==> src/rtl/drive_speed_tracker.sv <==
// drive_speed_tracker: integrates drive commands into saturating left/right
// wheel speeds, converts each speed to two decimal digits with a sequential
// divide-by-10 engine and drives four seven-segment displays (HEX4..HEX7).

// Seven-segment decoder, active-low segments {g,f,e,d,c,b,a}; codes 10-15 blank.
module seven_seg (
    input  logic [3:0] code,
    output logic [6:0] seg
);
    // Map one digit code to its segment pattern
    always_comb begin
        case (code)
            4'd0:    seg = 7'b1000000;
            4'd1:    seg = 7'b1111001;
            4'd2:    seg = 7'b0100100;
            4'd3:    seg = 7'b0110000;
            4'd4:    seg = 7'b0011001;
            4'd5:    seg = 7'b0010010;
            4'd6:    seg = 7'b0000010;
            4'd7:    seg = 7'b1111000;
            4'd8:    seg = 7'b0000000;
            4'd9:    seg = 7'b0010000;
            default: seg = 7'b1111111;
        endcase
    end
endmodule

module drive_speed_tracker #(
    parameter int SPEED_W       = 7,
    parameter int MAX_SPEED     = 99,
    parameter int GAIN          = 2,
    parameter int TURN_CUT      = 1,
    parameter int DECAY_UPDATES = 4
) (
    input  logic               clk,
    input  logic               rst_n,
    input  logic               enable,
    input  logic               update,
    input  logic [1:0]         instruction,
    input  logic [2:0]         torque,
    output logic [SPEED_W-1:0] speed_l,
    output logic [SPEED_W-1:0] speed_r,
    output logic               busy,
    output logic               disp_valid,
    output logic               overrun,
    output logic [6:0]         HEX4,
    output logic [6:0]         HEX5,
    output logic [6:0]         HEX6,
    output logic [6:0]         HEX7
);
    localparam int SW    = SPEED_W + 2;
    localparam int CNT_W = (DECAY_UPDATES < 2) ? 1 : $clog2(DECAY_UPDATES + 1);
    localparam logic signed [SW-1:0]      MAX_S = SW'(MAX_SPEED);
    localparam logic [SPEED_W-1:0]        MAX_U = SPEED_W'(MAX_SPEED);
    localparam logic [SPEED_W-1:0]        TEN   = SPEED_W'(10);
    localparam logic [2:0]                TCUT  = 3'(TURN_CUT);
    localparam logic [CNT_W:0]            DCY   = (CNT_W+1)'(DECAY_UPDATES);
    localparam logic [3:0]                BLANK = 4'd12;

    typedef enum logic [1:0] {S_IDLE, S_APPLY, S_CONVERT, S_SHOW} state_t;

    state_t             r_state;
    logic [1:0]         r_instr;
    logic [2:0]         r_torque;
    logic [SPEED_W-1:0] r_speed_l, r_speed_r;
    logic [CNT_W-1:0]   r_cnt_l, r_cnt_r;
    logic [SPEED_W-1:0] r_rem_l, r_rem_r;
    logic [3:0]         r_tens_l, r_tens_r;
    logic [3:0]         r_dig_lt, r_dig_lo, r_dig_rt, r_dig_ro;
    logic               r_busy, r_disp_valid, r_overrun;

    logic [2:0]            w_t;
    logic [SW-1:0]         w_e_mag, w_c_mag, w_mag_l, w_mag_r;
    logic                  w_neg, w_hit_l, w_hit_r;
    logic signed [SW-1:0]  w_delta_l, w_delta_r;
    logic [CNT_W-1:0]      w_cnt_l_nxt, w_cnt_r_nxt;
    logic [SPEED_W-1:0]    w_new_l, w_new_r;
    logic [3:0]            w_code4, w_code5, w_code6, w_code7;

    // Signed add with clamp to [0, MAX_SPEED]; the wide intermediate never wraps
    function automatic logic [SPEED_W-1:0] clamp_add(input logic [SPEED_W-1:0] spd,
                                                     input logic signed [SW-1:0] delta);
        logic signed [SW-1:0] sum;
        sum = $signed({2'b00, spd}) + delta;
        if (sum[SW-1])
            return '0;
        else if (sum > MAX_S)
            return MAX_U;
        else
            return sum[SPEED_W-1:0];
    endfunction

    // True when this zero-delta update is the one that triggers a coast step
    function automatic logic decay_hit(input logic [CNT_W-1:0] cnt);
        return (DECAY_UPDATES != 0) && (({1'b0, cnt} + 1'b1) == DCY);
    endfunction

    // Per-channel deltas, coast counters and clamped next speeds
    always_comb begin
        w_t     = (r_torque <= 3'd4) ? r_torque : 3'd0;
        w_e_mag = SW'(w_t) * SW'(GAIN);
        w_c_mag = (w_t > TCUT) ? SW'(w_t - TCUT) * SW'(GAIN) : '0;
        w_mag_l = (r_instr == 2'b10) ? w_c_mag : w_e_mag;
        w_mag_r = (r_instr == 2'b11) ? w_c_mag : w_e_mag;
        w_neg   = (r_instr == 2'b01);

        w_hit_l = (w_mag_l == '0) && decay_hit(r_cnt_l);
        w_hit_r = (w_mag_r == '0) && decay_hit(r_cnt_r);

        if (w_mag_l != '0)
            w_delta_l = w_neg ? -$signed(w_mag_l) : $signed(w_mag_l);
        else
            w_delta_l = w_hit_l ? '1 : '0;
        if (w_mag_r != '0)
            w_delta_r = w_neg ? -$signed(w_mag_r) : $signed(w_mag_r);
        else
            w_delta_r = w_hit_r ? '1 : '0;

        w_cnt_l_nxt = (w_mag_l != '0 || w_hit_l || DECAY_UPDATES == 0) ? '0 : r_cnt_l + 1'b1;
        w_cnt_r_nxt = (w_mag_r != '0 || w_hit_r || DECAY_UPDATES == 0) ? '0 : r_cnt_r + 1'b1;

        w_new_l = clamp_add(r_speed_l, w_delta_l);
        w_new_r = clamp_add(r_speed_r, w_delta_r);
    end

    // Control FSM with registered status outputs and the divide-by-10 engine
    always_ff @(posedge clk or negedge rst_n) begin
        if (!rst_n) begin
            r_state      <= S_IDLE;
            r_instr      <= '0;
            r_torque     <= '0;
            r_speed_l    <= '0;
            r_speed_r    <= '0;
            r_cnt_l      <= '0;
            r_cnt_r      <= '0;
            r_rem_l      <= '0;
            r_rem_r      <= '0;
            r_tens_l     <= '0;
            r_tens_r     <= '0;
            r_dig_lt     <= BLANK;
            r_dig_lo     <= BLANK;
            r_dig_rt     <= BLANK;
            r_dig_ro     <= BLANK;
            r_busy       <= 1'b0;
            r_disp_valid <= 1'b0;
            r_overrun    <= 1'b0;
        end else begin
            r_disp_valid <= 1'b0;
            if (update && r_state != S_IDLE)
                r_overrun <= 1'b1;
            case (r_state)
                S_IDLE: begin
                    if (update) begin
                        r_instr  <= instruction;
                        r_torque <= torque;
                        r_busy   <= 1'b1;
                        r_state  <= S_APPLY;
                    end
                end
                S_APPLY: begin
                    r_speed_l <= w_new_l;
                    r_speed_r <= w_new_r;
                    r_cnt_l   <= w_cnt_l_nxt;
                    r_cnt_r   <= w_cnt_r_nxt;
                    r_rem_l   <= w_new_l;
                    r_rem_r   <= w_new_r;
                    r_tens_l  <= '0;
                    r_tens_r  <= '0;
                    r_state   <= S_CONVERT;
                end
                S_CONVERT: begin
                    if (r_rem_l < TEN && r_rem_r < TEN) begin
                        r_state <= S_SHOW;
                    end else begin
                        if (r_rem_l >= TEN) begin
                            r_rem_l  <= r_rem_l - TEN;
                            r_tens_l <= r_tens_l + 4'd1;
                        end
                        if (r_rem_r >= TEN) begin
                            r_rem_r  <= r_rem_r - TEN;
                            r_tens_r <= r_tens_r + 4'd1;
                        end
                    end
                end
                S_SHOW: begin
                    r_dig_lt     <= r_tens_l;
                    r_dig_lo     <= r_rem_l[3:0];
                    r_dig_rt     <= r_tens_r;
                    r_dig_ro     <= r_rem_r[3:0];
                    r_disp_valid <= 1'b1;
                    r_busy       <= 1'b0;
                    r_state      <= S_IDLE;
                end
                default: r_state <= S_IDLE;
            endcase
        end
    end

    // Display blanking is combinational so enable acts within the cycle
    always_comb begin
        w_code4 = enable ? r_dig_rt : BLANK;
        w_code5 = enable ? r_dig_ro : BLANK;
        w_code6 = enable ? r_dig_lt : BLANK;
        w_code7 = enable ? r_dig_lo : BLANK;
    end

    seven_seg u_hex4 (.code(w_code4), .seg(HEX4));
    seven_seg u_hex5 (.code(w_code5), .seg(HEX5));
    seven_seg u_hex6 (.code(w_code6), .seg(HEX6));
    seven_seg u_hex7 (.code(w_code7), .seg(HEX7));

    assign speed_l    = r_speed_l;
    assign speed_r    = r_speed_r;
    assign busy       = r_busy;
    assign disp_valid = r_disp_valid;
    assign overrun    = r_overrun;
endmodule

==> config.mk <==
export PLATFORM = sky130hd
export DESIGN_NAME = drive_speed_tracker
export DESIGN_NICKNAME = d
export VERILOG_FILES = /design/src/rtl/drive_speed_tracker.sv
export SDC_FILE = /design/constraint.sdc
export NUM_CORES = 1
export LEC_CHECK = 0
export ABC_AREA = 1
export BUFFER_PORTS_ARGS = -buffer_cell sky130_fd_sc_hd__buf_2
export CAP_MARGIN = 20
export CORE_AREA = 2 2 105 107
export CTS_CLUSTER_DIAMETER = 40
export DETAILED_ROUTE_END_ITERATION = 6
export DIE_AREA = 0 0 107 109
export GPL_TIMING_DRIVEN = 0
export PLACE_DENSITY = 0.67
export SETUP_SLACK_MARGIN = 0.5
export SYNTH_ARGS = -nofsm -noshare
export SYNTH_HDL_FRONTEND = slang
export SYNTH_SLANG_ARGS = --single-unit
export TNS_END_PERCENT = 10
==> constraint.sdc <==
create_clock -name clk -period 6.95 [get_ports clk]
set_input_delay 0.695 -clock clk [delete_from_list [all_inputs] [get_ports clk]]
set_output_delay 0.695 -clock clk [all_outputs]
set_load 0.02 [all_outputs]
# == Word level (Yosys, flattened, before mapping) ==
# Memories as Yosys holds them, arrays and structs flattened.
# Index checks and enable logic that the tools add are counted.
# totals
word_cells,113
mem_count,4
in_bits,9
latchBits,0
reg_bits,68
mem_bits_rw,0
mem_bits_ro,448
out_inout_bits,45
# mem_list
memory,words,width,read_ports,rd_ports_with_merged_regs,wr,line,rtl
(no name shown),16,7,1,0,0,12,case (code)
(no name shown),16,7,1,0,0,12,
(no name shown),16,7,1,0,0,12,
(no name shown),16,7,1,0,0,12,
# classes
muxes,38
div,0
bitwise_logic,0
shifts,0
addsub,13
mul,0
n_eq_ne,13
reduce_logical,19
magnitude_cmp,8
# ops
cell,n
two-way mux 9 bit,9
two-way mux 7 bit,8
two-way mux 4 bit,8
case mux 7 bit (2 select lines),2
adder 8 x 9 -> 9 bit,2
greater-than comparator 9 x 8 -> 1 bit (second input constant),2
logical NOT 9 bit,2
negation 9 bit,2
nonzero test 9 bit,2
case mux 4 bit (2 select lines),2
>= comparator 7 x 4 -> 1 bit (second input constant),2
< comparator 7 x 4 -> 1 bit (second input constant),2
subtractor 7 x 4 -> 7 bit (second input constant),2
!= test 2 bit (second input constant),5
two-way mux 3 bit,3
adder 3 x 1 -> 4 bit (second input constant),2
adder 4 x 1 -> 4 bit (second input constant),2
== test 2 bit (second input constant),4
== test 4 x 3 -> 1 bit (second input constant),2
case mux 2 bit (4 select lines),1
adder 3 x 1 -> 3 bit (second input constant),2
AND reduction 2 bit,3
AND reduction 3 bit,2
nonzero test 2 bit,3
10 further kinds,17

# == Longest topological paths before layout ==
# Gate-level depths: netlist of run 1.
# depth
ltp_word,14
depth_mapped,31
mapped_depth_nobuf,31

# == Hierarchy ==
# From an unflattened synthesis of run 1, not the netlist that was laid out.
# hier_totals
cells_unflattened,770
area_unflattened_um2,5487.8
# modules_own_cells
mod,cells_each,area_per_inst_um2,seq_area_each_um2,instances
drive_speed_tracker,630,4737.0,1711.6,1
seven_seg,35,187.7,0.0,4

# == Worst setup path after synthesis of run 1 ==
# No wires, ideal clock.
# synth_path
path_kind,reg2reg
startpoint,register r_torque[0]
endpoint,register r_rem_l[4]
required_time_ps,6885
arrival_ps,3383
stages_incl_launch_ff,27
path_slack_ps,3503
setup_ps,65
synth_period_minus_slack_ps,3447
path_buffers,0
cell_sequence,dfrtp_1 nor3_1 o21bai_1 o21ai_0 inv_1 ha_1 nand2_1 inv_1 ha_1 inv_1 nor3_4 nor2_1 inv_1 o211ai_1 inv_1 ha_1 a21oi_1 nand2_1 nand2_1 nand2_1 nand2_1 nand2_1 nand3_1 nand2_1 o21ai_0 nand2_1 nand2_1
# synth_between
elab_chain_len,14
word_cells_on_any_way,18
cone_classes,3 x add/sub; 3 x order compare; 9 x mux; 3 x reduce/logical
# synth_lines
element,line,rtl
"start, declared",64,logic [2:0] r_torque;
"start signal, assigned",155,r_torque <= torque;
less-or-equal comparator 3 bit,100,w_t = (r_torque <= 3'd4) ? r_torque : 3'd0;
two-way mux 3 bit (*),100,
subtractor 3 x 1 -> 4 bit / greater-than comparator 3 x 1 -> 1 bit (equally long branches),102,w_c_mag = (w_t > TCUT) ? SW'(w_t - TCUT) * SW'(GAIN) : '0;
two-way mux 9 bit,102,
two-way mux 9 bit (*),103,w_mag_l = (r_instr == 2'b10) ? w_c_mag : w_e_mag;
branches (longest 3 deep; another with negation 9 bit),n/a,
two-way mux 9 bit (*),110,if (w_mag_l != '0)
adder 8 x 9 -> 9 bit (*),84,"sum = $signed({2'b00, spd}) + delta;"
greater-than comparator 9 x 8 -> 1 bit,87,else if (sum > MAX_S)
two-way mux 7 bit,87,
two-way mux 7 bit (*),85,if (sum[SW-1])
case mux 7 bit (2 select lines) (*),151,case (r_state)
"end signal, assigned",165,r_rem_l <= w_new_l;
"end signal, assigned",176,r_rem_l <= r_rem_l - TEN;
"end, declared",67,"logic [SPEED_W-1:0] r_rem_l, r_rem_r;"
# Every way passes the cells marked *.
# A chain may end at the register's enable or synchronous reset.

# == Worst setup path after layout of run 1 ==
# layout_path
startpoint,register r_torque[2]
endpoint,register r_rem_l[4]
# The elaborated chain is that of the path after synthesis.

==> run_results.csv, run 1 <==
group,metric,value,unit
worst_setup_path,critPathLaunchType,"flip-flop",
cells_and_area,drive_above_1_share,13.0,%
clock_network,ctsLongestPathBuffers,2,
place,place.port_buffers,52,
cells_and_area,design.final.nets,859,
synth,yosysSeqAreaShare,33.0,%
worst_setup_path,crit_required,7240,ps
clock_network,clock-root-buffer,"clkbuf_8",
cells_and_area,antennaDiodeCount,0,
clock_network,cts_sinks,68,
place,dp.final_hpwl,9410,um
detailed_routing,drt_iter0_drc,282,
flow_run,cap_violations,0,
sta,slew_viol_final,0,
clock_network,clock_tree_from_tritoncts,"done",
worst_setup_path,critical_path.max_fanout,5,
grt,first_global_vias,4653,
sta,final-hold-violation-count,0,
clock_network,number_of_buffers_inserted_for_hold_repair_after_clock_tree_synthesis,0,
grt,grt_start_max_net_pins,69,
floorplan,initial_core_util,49.0,%
worst_setup_path,crit_path_max_incr_delay,380,ps
synth,flip_flop_and_latch_count_after_synthesis,68,
worst_setup_path,setup.worst_path.end_class,"flip-flop",
clock_network,cts_buffers,9,
cells_and_area,fillers,1012,
synth,synthesis.yosys.warnings,0,
detailed_routing,detail-route-antenna-nets,0,
grt,track_usage,21.8,%
clock_network,clkTransAtPathRegs,80,ps
clock_network,cts_resized,0,
worst_setup_path,kind_of_cell_adding_the_most_delay_to_the_critical_path,"simple AND/OR/NAND/NOR gates",
sta,timing.max_slew.rel_slack,42.3,%
floorplan,die_y,109,um
worst_setup_path,critPathArrivalTime,4400,ps
clock_network,worstSkewPairLatency,350,ps
worst_setup_path,critical_path_buf_inv_count,6,
cells_and_area,final_common_cell,"nand2_1",
detailed_routing,drc_markers,0,
worst_setup_path,cpMostUsedCell,"nand2_1",
floorplan,core-area,0.0106,mm^2
floorplan,design.die.area,0.0117,mm^2
sta,finClkSkew,8.37,ps
hold_path,worst_hold_path_type,"primary input to asynchronous set/reset pin",
cells_and_area,most-common-layout-cells,"189 x nand2_1, 117 x inv_1, 76 x o21ai_0, 60 x dfrtp_1, 53 x ha_1",
synth,synth.cell_area,0.00519,mm^2
sta,final.hold.worst_slack,456,ps
detailed_routing,post_drt_via_cell_ratio,5.18,
sta,min_period_over_period,59.1,%
clock_network,cts_htree_levels,3,
clock_network,post_cts_setup_repair_bufs,0,
synth,synth-edff-count,0,
worst_setup_path,slowest_stage,"dfrtp_1",
grt,grt_remaining_overflow,0,
floorplan,io_pins,54,
place,globalplace.congestion,0.885,
detailed_routing,vias,4870,
synth,syn_avg_cell_area,7.12,um^2
synth,synth_cell_types,43,
floorplan,chipWidth,107,um
detailed_routing,drt_first_pass_iters,5,
sta,setup_repair_after_global_routing_missed_its_margin,"false",
floorplan,site_rows,38,
sta,max_slew.worst_pin.slew,866,ps
sta,fmax,243,MHz
grt,grt_first_pass_wirelength,20600,um
synth,number_of_standard_cells_after_synthesis,729,
synth,dominantRegCellSynth,"dfrtp_1",
sta,final-setup-viol-count,0,
detailed_routing,detail_route.wl_per_cell,12.7,um
sta,totalNegativeSetupSlack,0,ps
sta,layout_min_cycle_time,4110,ps
grt,antenna_found_initial,0,
synth,synth-async-reset-ratio,100,%
status,result_of_the_run,"finished clean",
worst_setup_path,crit_type,"flip-flop to flip-flop",
detailed_routing,routed_wirelength,11900,um
cells_and_area,syn2layout_area_growth,13.4,%
cell families after synthesis:
group | count (synthesis) | synth area share, %
AND/OR/NAND/NOR | 319 | 26.4
AO/OA/AOI/OAI | 140 | 14.9
buffers and inverters | 135 | 10.2
flip-flops | 68 | 33.0
adder cells (fa/ha/maj) | 55 | 13.5
XOR/XNOR | 9 | 1.52
multiplexers | 2 | 0.386
other | 1 | 0.0722
worst paths after layout:
check | from | endpoint | slack [ps] | depth (start not counted)
max | r_torque[2] | r_rem_l[4] | 2840 | 27
min | rst_n | r_cnt_l[2] | 460 | 1
max reg2reg | r_torque[2] | r_rem_l[4] | 2840 | 27
min reg2reg | overrun | overrun | 470 | 1
max in group asynchronous | rst_n | r_dig_lo[1] | 5930 | 1
min in group clk | overrun | overrun | 470 | 1
cells in the mapped netlist, types with 2 or more instances:
| master | instances | area, um^2 |
|---|---|---|
| nand2_1 | 189 | 709 |
| inv_1 | 117 | 439 |
| o21ai_0 | 76 | 380 |
| dfrtp_1 | 60 | 1500 |
| ha_1 | 53 | 663 |
| nand3_1 | 51 | 255 |
| nor2_1 | 47 | 176 |
| a21oi_1 | 31 | 155 |
| clkbuf_1 | 8 | 30.0 |
| dfstp_2 | 8 | 210 |
| nand4_1 | 7 | 43.8 |
| nor2_2 | 7 | 43.8 |
| o31ai_1 | 7 | 52.6 |
| inv_2 | 5 | 18.8 |
| o21ai_1 | 5 | 25.0 |
| xor2_1 | 5 | 43.8 |
| a22oi_1 | 4 | 30.0 |
| nand2_2 | 4 | 25.0 |
| nand3b_1 | 4 | 30.0 |
| xnor2_1 | 4 | 35.0 |
| a31oi_1 | 3 | 18.8 |
| nor3_1 | 3 | 15.0 |
| o21a_1 | 3 | 22.5 |
| a22o_1 | 2 | 17.5 |
| buf_4 | 2 | 15.0 |
| buf_6 | 2 | 22.5 |
| fa_1 | 2 | 40.0 |
| mux2i_1 | 2 | 20.0 |
| nand3_2 | 2 | 20.0 |
| o22ai_1 | 2 | 12.5 |
| or2_1 | 2 | 12.5 |
metrics by stage:
step / instances / setup slack, ps / utilization, % / cell area [um^2]
after floorplan: 732 / 3500 / - / 5200
after global placement: 924 / 3020 / 53.2 / 5640
after detailed placement: 924 / 2930 / 53.2 / 5640
after CTS: 940 / 2890 / 55.6 / 5890
after global routing: 940 / 2150 / 55.6 / 5890
final: 940 / 2840 / 55.6 / 5890
worst reg2reg max path, cell delays in order, from the launching register on:
cell	delay, ps
dfrtp_1	380
inv_1	80
nor3_1	280
o21bai_1	130
o21ai_0	250
inv_1	110
ha_1	220
nand2_1	70
inv_1	50
ha_1	220
inv_1	180
nor3_4	70
nor2_1	270
inv_1	100
o211ai_1	110
inv_1	70
ha_1	340
a21oi_1	210
nand2_1	120
nand2_1	90
nand2_1	50
nand2_1	80
nand2_1	50
nand3_1	120
nand2_1	100
o21ai_0	180
nand2_1	70
nand2_1	50
routing by layer:
layer | GRT usage (%) | up-vias | wire length (um)
met2 | 39.8 | 110 | 5920
met1 | 27.2 | 2276 | 5430
li1 | - | 2472 | -
met3 | 3.35 | 12 | 455
met4 | 5.19 | 0 | 121
met5 | 0 | - | 0
registers in the layout, indices dropped and copies added (netlist names):
signal,cells
r_rem_r,7
r_dig_lt,4
r_instr,2
speed_r,7
disp_valid,1
speed_l,7
r_dig_lo,4
r_tens_r,4
busy,1
r_dig_ro,4
r_dig_rt,4
r_state,2
r_cnt_r,3
r_cnt_l,3
r_rem_l,7
r_tens_l,4
overrun,1
r_torque,3
final cells by class:
cell class              count  area [um^2]  area share [%]
inverters                 122          458            7.77
clock buffers              10          138            2.34
flip-flops and latches     68         1710            29.1
repair buffers             52          263            4.46
clock inverters             6          111            1.89
well taps                 140          175            2.97
multi-input cells         529         2960            50.3
plain buffers              13         72.6            1.23
Power of run 1 is left out: the tool's default activity adds up to more than one toggle a clock period on the data nets, which glitch-free logic cannot reach.
==> run 2: changes to the inputs <==
- PLACE_DENSITY: 0.67 -> 0.69
- clock period: 6.95 -> 3.3 ns (I/O delays scaled with it)
==> run 2 against run 1 <==
Net effect:
- the flow now finishes with violations (setup timing)
- final cell count is 3.9% higher
- count of clock-buffer cells in the layout is 2 higher
- global-route usage is 2.1 points higher
- routed wire length is 14% higher
- largest cell class unchanged
- highest routed layer is now met5
==> run_results.csv, run 2 (synthesis gave the netlist of run 1 again) <==
group,metric,value,unit
detailed_routing,routed_wirelength,13500,um
clock_network,cts_buffers,9,
worst_setup_path,critPathLaunchType,"flip-flop",
sta,final-hold-violation-count,0,
floorplan,io_pins,54,
cells_and_area,syn2layout_area_growth,29.9,%
grt,grt_remaining_overflow,0,
grt,track_usage,23.9,%
clock_network,cts_sinks,68,
cells_and_area,most-common-layout-cells,"165 x nand2_1, 100 x inv_1, 60 x o21ai_0, 58 x dfrtp_1, 52 x buf_2",
grt,antenna_found_initial,1,
place,place_worst_setup_slack,-448,ps
place,globalplace.congestion,0.911,
floorplan,chipWidth,107,um
worst_setup_path,slowest_stage,"dfrtp_2",
cells_and_area,final-instance-count-excl-fill,977,
clock_network,number_of_buffers_inserted_for_hold_repair_after_clock_tree_synthesis,0,
sta,min_period_over_period,106,%
sta,finClkSkew,10.2,ps
place,placed_cells_incl_taps,924,
worst_setup_path,critPathArrivalTime,3760,ps
place,dp.final_hpwl,9310,um
clock_network,worstSkewPairLatency,360,ps
detailed_routing,detail-route-antenna-nets,0,
floorplan,core-area,0.0106,mm^2
worst_setup_path,setup.worst_path.end_class,"flip-flop",
detailed_routing,detail_route.wl_per_cell,13.9,um
worst_setup_path,crit_path_max_incr_delay,450,ps
floorplan,initial_core_util,49.0,%
floorplan,site_rows,38,
cells_and_area,antennaDiodeCount,0,
floorplan,die_y,109,um
sta,timing.max_slew.rel_slack,41.8,%
sta,layout_min_cycle_time,3500,ps
detailed_routing,drt_iter0_drc,365,
sta,setup_repair_after_global_routing_missed_its_margin,"true",
clock_network,clkTransAtPathRegs,80,ps
cells_and_area,final_common_cell,"nand2_1",
worst_setup_path,critical_path.max_fanout,5,
sta,fmax,286,MHz
status,result_of_the_run,"finished with violations",
sta,totalNegativeSetupSlack,-3000,ps
grt,grt_start_max_net_pins,69,
detailed_routing,drc_markers,0,
cells_and_area,design.final.nets,896,
grt,first_global_vias,4933,
sta,slew_viol_final,0,
cells_and_area,drive_above_1_share,29.9,%
detailed_routing,post_drt_via_cell_ratio,5.17,
clock_network,ctsLongestPathBuffers,2,
detailed_routing,drt_first_pass_iters,4,
worst_setup_path,crit_type,"flip-flop to flip-flop",
sta,final-setup-viol-count,23,
detailed_routing,vias,5047,
flow_run,cap_violations,0,
grt,grt_first_pass_wirelength,22400,um
hold_path,worst_hold_path_type,"primary input to asynchronous set/reset pin",
clock_network,cts_htree_levels,3,
clock_network,clock_tree_from_tritoncts,"done",
place,place.port_buffers,52,
status,violations,"setup timing",
sta,max_slew.worst_pin.slew,874,ps
floorplan,design.die.area,0.0117,mm^2
worst_setup_path,crit_required,3560,ps
clock_network,clock-root-buffer,"clkbuf_8",
sta,timing.final.ws_setup,-201,ps
## run 2: cell count changes in the layout (fill, tap and decap cells not counted), sizes merged
cell	before	now
clkinv	2	1
clkinvlp	1	0
clkbuf	18	20
buf	57	94
## run 2: worst max-delay path, delay by kind of cell, from the launching register on
kind	cells	cell delay [ps]
flip-flops	1	450
adder cells (fa/ha/maj)	3	700
AND/OR/NAND/NOR	15	1270
AO/OA/AOI/OAI	3	340
buffers and inverters	8	640
## run 2: area by class of cell
| cell class | instances | area, um^2 |
|---|---|---|
| Inverter | 122 | 475 |
| Timing Repair Buffer | 89 | 544 |
| Fill cell | 884 | 3860 |
| Clock inverter | 4 | 95.1 |
| Sequential cell | 68 | 1710 |
| Multi-Input combinational cell | 529 | 3510 |
| Buffer | 13 | 72.6 |
| Tap cell | 140 | 175 |
| Clock buffer | 12 | 155 |
## run 2: worst paths after layout
| path | from | end | slack [ps] | depth (start not counted) |
|---|---|---|---|---|
| worst max-delay path | r_torque[2] | r_rem_l[5] | -200 | 29 |
| worst min-delay path | rst_n | speed_l[2] | 50 | 1 |
| worst max register to register | r_torque[2] | r_rem_l[5] | -200 | 29 |
| worst min register to register | r_dig_ro[0] | r_dig_ro[0] | 470 | 2 |
| max in group asynchronous | rst_n | r_tens_l[3] | 2650 | 1 |
| min in group clk | torque[0] | r_torque[0] | 180 | 3 |
## run 2: metal layers
| layer | global-route usage, % | vias to the layer above | routed length (um) |
|---|---|---|---|
| met1 | 28.1 | 2356 | 5840 |
| met4 | 9.74 | 2 | 303 |
| met5 | 0 | - | 13 |
| met3 | 3.77 | 27 | 468 |
| met2 | 43.7 | 106 | 6920 |
| li1 | - | 2556 | - |
## run 2: metrics by stage
stage                     util (%)  hold WS, ps  instance area (um^2)
final                         63.6         54.0                  6750
after global routing          63.6          158                  6750
after CTS                     61.8          116                  6550
after detailed placement      54.4          462                  5770
after global placement        54.4          455                  5770
after floorplan                  -         34.4                  5330
## run 2: what timing repair did
action	in CTS	in global routing
endpoints found under the setup margin	28	28
setup buffers	28	9
gates resized for setup	92	29
pin swaps	44	24
Power of run 2 is left out for the same reason.
